`src/rtl/cpu_types_pkg.sv`:
```
// Shared CPU datapath types and constants used by the pipeline stages.
package cpu_types_pkg;

   localparam int unsigned WORD_W = 32;

   typedef logic [WORD_W-1:0] word_t;

   localparam word_t PC_STEP = word_t'(4);

   typedef enum logic [1:0] {
      FETCH,
      BUFFERED,
      HALTED
   } fetch_state_t;

   typedef struct packed {
      word_t instr;
      word_t npc;
      logic  valid;
   } ifid_t;

endpackage

```
`src/rtl/fetch_stage_if.sv`:
```
// Fetch-stage bus: PC/icache inputs, pipeline control, and IF/ID outputs.
interface fetch_stage_if;
   import cpu_types_pkg::*;

   word_t pc_i;
   word_t imemload;
   logic  ihit;
   logic  stall;
   logic  flush;
   logic  halt;
   logic  imemREN;
   word_t imemaddr;
   logic  pc_en;
   word_t instr_o;
   word_t npc_o;
   logic  valid_o;

   modport master (
      output pc_i, imemload, ihit, stall, flush, halt,
      input  imemREN, imemaddr, pc_en, instr_o, npc_o, valid_o
   );

   modport slave (
      input  pc_i, imemload, ihit, stall, flush, halt,
      output imemREN, imemaddr, pc_en, instr_o, npc_o, valid_o
   );
endinterface

```
`src/rtl/fetch_stage_ifid_reg.sv`:
```
// IF/ID pipeline latch: load wins over clear; clear only drops the valid bit.
module ifid_reg
   import cpu_types_pkg::*;
(
   input  logic  CLK,
   input  logic  nRST,
   input  logic  i_load,
   input  logic  i_clear,
   input  ifid_t i_d,
   output ifid_t o_q
);

   ifid_t r_q;

   always_ff @(posedge CLK or negedge nRST) begin
      if (!nRST) begin
         r_q <= '0;
      end else if (i_load) begin
         r_q <= i_d;
      end else if (i_clear) begin
         r_q.valid <= 1'b0;
      end
   end

   assign o_q = r_q;

endmodule

```
`src/rtl/fetch_stage.sv`:
```
// Instruction fetch stage with a one-entry skid buffer so an ihit during a
// decode stall is held until decode can take it.
module fetch_stage
   import cpu_types_pkg::*;
(
   input logic          CLK,
   input logic          nRST,
   fetch_stage_if.slave bus
);

   fetch_state_t r_state;
   word_t        r_skid_instr;
   word_t        r_skid_npc;
   word_t        w_npc;
   logic         w_pc_en;
   logic         w_load;
   logic         w_clear;
   ifid_t        w_ifid_d;
   ifid_t        w_ifid_q;

   assign w_npc = bus.pc_i + PC_STEP;

   always_ff @(posedge CLK or negedge nRST) begin
      if (!nRST) begin
         r_state      <= FETCH;
         r_skid_instr <= '0;
         r_skid_npc   <= '0;
      end else begin
         unique case (r_state)
            FETCH: begin
               if (bus.halt) begin
                  r_state <= HALTED;
               end else if (!bus.flush && bus.ihit && bus.stall) begin
                  r_skid_instr <= bus.imemload;
                  r_skid_npc   <= w_npc;
                  r_state      <= BUFFERED;
               end
            end
            BUFFERED: begin
               if (bus.halt) begin
                  r_state <= HALTED;
               end else if (bus.flush || !bus.stall) begin
                  r_state <= FETCH;
               end
            end
            HALTED:  r_state <= HALTED;
            default: r_state <= FETCH;
         endcase
      end
   end

   always_comb begin
      w_pc_en  = 1'b0;
      w_load   = 1'b0;
      w_clear  = 1'b0;
      w_ifid_d = '{instr: bus.imemload, npc: w_npc, valid: 1'b1};
      unique case (r_state)
         FETCH: begin
            if (bus.halt || bus.flush) begin
               w_clear = 1'b1;
            end else if (bus.ihit) begin
               w_pc_en = 1'b1;
               w_load  = !bus.stall;
            end else if (!bus.stall) begin
               w_clear = 1'b1;
            end
         end
         BUFFERED: begin
            w_ifid_d = '{instr: r_skid_instr, npc: r_skid_npc, valid: 1'b1};
            if (bus.halt) begin
               w_clear = 1'b0;
            end else if (bus.flush) begin
               w_clear = 1'b1;
            end else if (!bus.stall) begin
               w_load = 1'b1;
            end
         end
         HALTED:  w_clear = 1'b1;
         default: w_clear = 1'b1;
      endcase
   end

   ifid_reg u_ifid_reg (
      .CLK     (CLK),
      .nRST    (nRST),
      .i_load  (w_load),
      .i_clear (w_clear),
      .i_d     (w_ifid_d),
      .o_q     (w_ifid_q)
   );

   assign bus.imemREN  = (r_state == FETCH);
   assign bus.imemaddr = bus.pc_i;
   assign bus.pc_en    = w_pc_en;
   assign bus.instr_o  = w_ifid_q.instr;
   assign bus.npc_o    = w_ifid_q.npc;
   assign bus.valid_o  = w_ifid_q.valid;

endmodule

```
`src/flat_wrapper.sv`:
```
// flat-port wrapper written by rule: the top's interface ports become plain ports
module fetch_stage_flat import cpu_types_pkg::*;
  (CLK, nRST, bus_pc_i, bus_imemload, bus_ihit, bus_stall, bus_flush, bus_halt, bus_imemREN, bus_imemaddr, bus_pc_en, bus_instr_o, bus_npc_o, bus_valid_o);
  fetch_stage_if bus_i ();
  input logic CLK;
  input logic nRST;
  input wire logic [$bits(bus_i.pc_i)-1:0] bus_pc_i;
  input wire logic [$bits(bus_i.imemload)-1:0] bus_imemload;
  input wire logic [$bits(bus_i.ihit)-1:0] bus_ihit;
  input wire logic [$bits(bus_i.stall)-1:0] bus_stall;
  input wire logic [$bits(bus_i.flush)-1:0] bus_flush;
  input wire logic [$bits(bus_i.halt)-1:0] bus_halt;
  output wire logic [$bits(bus_i.imemREN)-1:0] bus_imemREN;
  output wire logic [$bits(bus_i.imemaddr)-1:0] bus_imemaddr;
  output wire logic [$bits(bus_i.pc_en)-1:0] bus_pc_en;
  output wire logic [$bits(bus_i.instr_o)-1:0] bus_instr_o;
  output wire logic [$bits(bus_i.npc_o)-1:0] bus_npc_o;
  output wire logic [$bits(bus_i.valid_o)-1:0] bus_valid_o;
  assign bus_i.pc_i = bus_pc_i;
  assign bus_i.imemload = bus_imemload;
  assign bus_i.ihit = bus_ihit;
  assign bus_i.stall = bus_stall;
  assign bus_i.flush = bus_flush;
  assign bus_i.halt = bus_halt;
  assign bus_imemREN = bus_i.imemREN;
  assign bus_imemaddr = bus_i.imemaddr;
  assign bus_pc_en = bus_i.pc_en;
  assign bus_instr_o = bus_i.instr_o;
  assign bus_npc_o = bus_i.npc_o;
  assign bus_valid_o = bus_i.valid_o;
  fetch_stage u_core (.CLK(CLK), .nRST(nRST), .bus(bus_i));
endmodule
```
`config.mk`:
```
export PLATFORM = sky130hd
export DESIGN_NAME = fetch_stage_flat
export DESIGN_NICKNAME = d
export VERILOG_FILES = /design/src/rtl/cpu_types_pkg.sv /design/src/rtl/fetch_stage_if.sv /design/src/rtl/fetch_stage_ifid_reg.sv /design/src/rtl/fetch_stage.sv /design/src/flat_wrapper.sv
export SDC_FILE = /design/constraint.sdc
export NUM_CORES = 1
export LEC_CHECK = 0
export BUFFER_PORTS_ARGS = -buffer_cell sky130_fd_sc_hd__buf_2
export CAP_MARGIN = 20
export CELL_PAD_IN_SITES_DETAIL_PLACEMENT = 0
export CELL_PAD_IN_SITES_GLOBAL_PLACEMENT = 2
export CORE_UTILIZATION = 32
export CTS_CLUSTER_SIZE = 24
export DETAILED_ROUTE_END_ITERATION = 6
export PLACE_DENSITY_LB_ADDON = 0.1
export SYNTH_ARGS = -nofsm -noshare
export SYNTH_HDL_FRONTEND = slang
export SYNTH_SLANG_ARGS = --single-unit
```
`constraint.sdc`:
```
create_clock -name CLK -period 1.9 [get_ports CLK]
set_input_delay 0.19 -clock CLK [delete_from_list [all_inputs] [get_ports CLK]]
set_output_delay 0.19 -clock CLK [all_outputs]
set_load 0.02 [all_outputs]
```
After elaboration in Yosys (flattened, before gate mapping) --
Cells that the tools add are included.
Cells by class: $add $sub $neg 1, equality and inequality tests 4, multiplexer cells 22, bitwise gates (word level) 1, reductions and logical operators 10
Operators by type and width (count):
- 2-to-1 mux 65 bit | 1
- adder 32 x 3 -> 32 bit (second input constant) | 1
- 2-to-1 mux 1 bit | 14
- 2-to-1 mux 2 bit | 4
- inequality test 3 x 2 -> 1 bit (second input constant) | 2
- case mux 2 bit (3 select lines) | 1
- case mux 1 bit (2 select lines) | 2
- AND reduction 3 bit | 1
- == test 2 x 1 -> 1 bit (second input constant) | 1
- == test 2 bit (second input constant) | 1
- logical AND 1 bit | 2
- logical NOT 1 bit | 2
- logical NOT 2 bit | 1
- logical OR 1 bit | 2
- AND reduction 2 bit | 1
- nonzero test 2 bit | 1
- NOT 1 bit | 1
Word-level totals: bits in registers 131, input bits 70, output and inout port bits 99, word-level logic and storage cells 44

Longest topological paths before layout --
word-level depth 6, mapped depth 7, mapped depth without buffers 6

By module --
From an unflattened synthesis, not the netlist that was laid out.
Unflattened totals: cells, all modules 531, area, all modules 6520.0 µm²
By module, submodules not included:
- fetch_stage | times used 1, cells an instance 393, area each 3951.3 µm², sequential area each 1651.6 µm²
- ifid_reg | times used 1, cells an instance 138, area each 2568.7 µm², sequential area each 1626.6 µm²

Least setup slack after synthesis --
No wires, ideal clock.
kind flip-flop to flip-flop, from register u_core.r_state[0], to register u_core.r_skid_npc[19], setup time 0.083 ns, data arrival time 1.954 ns, data required time 1.817 ns, path slack -0.136 ns, cell stages (with the launch flop) 6, path buffers 1, period minus slack after synthesis 2.036 ns, cell sequence dfrtp_1 > nor2_1 > and3_1 > nand2_2 > clkdlybuf4s50_2 > o21ai_0
Between the ends: cells in the longest elaborated chain, start to end 2
RTL lines:
- start: declaration | RTL line fetch_stage.sv:11 | fetch_state_t r_state;
- start signal: assignment | RTL line fetch_stage.sv:25 | r_state <= FETCH;
- start signal: assignment | RTL line fetch_stage.sv:32 | r_state <= HALTED;
- start signal: assignment | RTL line fetch_stage.sv:36 | r_state <= BUFFERED;
- logical NOT 2 bit
- net bus_imemREN | RTL line flat_wrapper.sv:13 | output wire logic [$bits(bus_i.imemREN)-1:0] bus_imemREN;
- AND reduction 3 bit (no source line)
- end signal: assignment | RTL line fetch_stage.sv:35 | r_skid_npc <= w_npc;
- end: declaration | RTL line fetch_stage.sv:13 | word_t r_skid_npc;
The timed path passes the listed nets, and every way through them passes these cells. A chain may end at the register's enable or synchronous reset.

Worst setup path after layout --
from register u_core.r_state[0], to register u_core.r_skid_instr[19]
Between the ends: cells in the longest elaborated chain, start to end 2
RTL lines:
- logical NOT 2 bit | RTL line fetch_stage.sv:29 | unique case (r_state)
- AND reduction 3 bit (no source line)
- end signal: assignment | RTL line fetch_stage.sv:34 | r_skid_instr <= bus.imemload;
- end: declaration | RTL line fetch_stage.sv:12 | word_t r_skid_instr;
Every way passes these cells.

==> flow_metrics.env <==
export IMPL_clk_pin_slew_ns=0.06
export IMPL_seq_area_um2=3280
export IMPL_fillerInstances=1964
export IMPL_setup_viol=0
export IMPL_drv_cap=0
export IMPL_hpwl_um=12600
export IMPL_cts_resized_gates=0
export IMPL_syn_inst=647
export IMPL_yosys_register_bits=131
export IMPL_relSlewSlack_pct=64.0
export IMPL_areaGrowthSynthToFinish_pct=30.0
export IMPL_critical_path_arrival_ns=2.04
export IMPL_yosysSeqAreaShare_pct=51.9
export IMPL_syn_area_per_cell_um2=9.76
export IMPL_die_x_um=142
export IMPL_period_share_pct=91.7
export IMPL_hold_violations=0
export IMPL_grt_pass1_vias=5154
export IMPL_start_kind="flip-flop"
export IMPL_finalClockSkew_ns=0.00812
export IMPL_io_pins=169
export IMPL_numPortBuffers=168
export IMPL_cts_sinks=131
export IMPL_ff2ff_setup_slack_ns=0.16
export IMPL_synthFlopType="dfrtp_1"
export IMPL_fin_nets=884
export IMPL_synthDistinctLibCells=46
export IMPL_rows=51
export IMPL_via_count=5248
export IMPL_final_common_cell="buf_2"
export IMPL_synth_top_cell_area_share_pct=51.9
export IMPL_async_flop_share_pct=100
export IMPL_vias_per_cell=4.81
export IMPL_fin_area_um2=8210
export IMPL_grt_pass1_wl_um=28600
export IMPL_irDropWorstVdd_mv=0.566
export IMPL_path_max_fanout=20
export IMPL_die_area_um2=20300
export IMPL_powerDensity_nw_per_um2=825
export IMPL_finalMaxSlewViolations=0
export IMPL_status="finished clean"
export IMPL_die_y_um=142
export IMPL_globalplace_congestion=0.824
export IMPL_cp_required_ns=2.20
export IMPL_yosys_area_top_type="dfrtp_1"
export IMPL_drt_wirelength_per_cell_um=16.5
export IMPL_place_area_um2=7550
export IMPL_drt_iter0_drc=274
export IMPL_cts_hold_buf=4
export IMPL_min_period_ns=1.74
export IMPL_fin_tns_setup_ns=0
export IMPL_synth_area_leaders="dfrtp_1, mux2_2, nand2_1, buf_4, nor2_1"
export IMPL_cts_buffers=17
export IMPL_antenna_found_initial=1
export IMPL_clockBufferDepth=2
export IMPL_rsz0062_at_grt="no"
export IMPL_hp_class="in2reg"
export IMPL_max_freq_mhz=574
export IMPL_dp_cells=1055
export IMPL_cts_setup_buffers=0
export IMPL_crit_type="reg2reg"
export IMPL_track_usage_pct=18.7
export IMPL_cts_htree_levels=4
export IMPL_final_cell_count_no_fill=1092
export IMPL_syn_area_um2=6310
export IMPL_tightest_slew_ns=0.539
export IMPL_multi_input_area_um2=2630
export IMPL_grt_max_degree=54
export IMPL_synth_edf_count=0
export IMPL_yosys_warnings=0
export IMPL_clk_latency_ns=0.42
export IMPL_cts_tree="done"
export IMPL_initial_core_util_pct=32.5
export IMPL_layout_common_cells="buf_2, dfrtp_1, nand2_1"
export IMPL_leakage_nw=4.10
export IMPL_cp_end_kind="flip-flop"
export IMPL_drive_gt1_share_pct=38.0
export IMPL_grt_overflow=0
export IMPL_cts_root_buf="clkbuf_16"
export IMPL_dr_pass1_iters=7
export IMPL_drc=0
export IMPL_routed_wl_um=18000
export IMPL_postSynthNetCount=718
export IMPL_ant_nets=0
export IMPL_core_area_um2=19400
[layer usage]
layer  up-vias  share of wire (%)  global-route usage, %
li1       2552                  -                      -
met1      2538                 48                   25.6
met2       135                 47                   29.2
met3        23                3.8                   3.63
met4         0                1.8                   6.96
met5         -                  0                      0
[logic make-up after synthesis]
logic type      after synthesis  synth area share, %
flops                       131                 51.9
compound gates              117                 10.9
mux                          43                 7.63
buf+inv                      78                 7.04
xor+xnor                     24                 3.33
fa+ha+maj                     1                0.198
simple gates                253                 19.0
[per-stage QoR]
stage          setup WS, ns  total power [mW]  utilization (%)  hold slack, ns
5_1_grt              0.0656              7.05             42.3         0.00522
2_1_floorplan        0.0425              3.12                -          -0.106
3_3_place_gp       -0.00542              3.40             38.9           0.192
6_report              0.158              6.77             42.3          0.0204
4_1_cts               0.153              6.87             42.3        0.000172
3_5_place_dp        -0.0203              3.40             38.9           0.190
[final timing paths]
check | depth (start not counted) | startpoint | endpoint
worst min register to register | 2 | u_core.r_skid_npc[22] | u_core.r_skid_npc[22]
worst min-delay path | 2 | bus_imemload[21] | u_core.r_skid_instr[21]
min in group asynchronous | 2 | nRST | u_core.r_skid_instr[1]
worst max-delay path | 5 | u_core.r_state[0] | u_core.r_skid_instr[19]
worst max register to register | 5 | u_core.r_state[0] | u_core.r_skid_instr[19]
max in group asynchronous | 3 | nRST | u_core.u_ifid_reg.o_q[13]
[flip-flops by register name, summed over array words and instances, names as in the netlist]
signal / cells
u_core.r_skid_npc: 32
u_core.u_ifid_reg.o_q: 65
u_core.r_skid_instr: 32
u_core.r_state: 2
[cell usage after synthesis (all sizes together) (10+ instances only)]
master  count
a21oi      15
nor3       12
nand2     122
nand3      19
nand4      10
nor2       61
clkbuf     33
o21ai      45
a31oi      35
buf        38
nor4       15
mux2       41
dfrtp     131
xnor2      17
[critical path, cell delays in order (launching register included)]
cell     delay, ns
dfrtp_1       0.55
nor2_2        0.07
and3_2        0.23
nand2_4       0.20
buf_12        0.21
mux2_2        0.35
[final cells by class]
cell class                 count  area share, %
timing repair buffer         219           16.2
clock inverter                14           2.15
multi-input combinational    438           32.0
clock buffer                  18           5.35
antenna                        1         0.0305
tap                          265           4.04
inverter                       6          0.274
sequential                   131           40.0
[report_power, final]
part           internal, mW  switching, mW  leakage (nW)
Combinational         0.196          0.324          2.02
Sequential             2.82         0.0138          1.79
Clock                  2.11           1.31         0.286
Total                  5.12           1.65          4.10
Power figures use the tool's default switching activity.
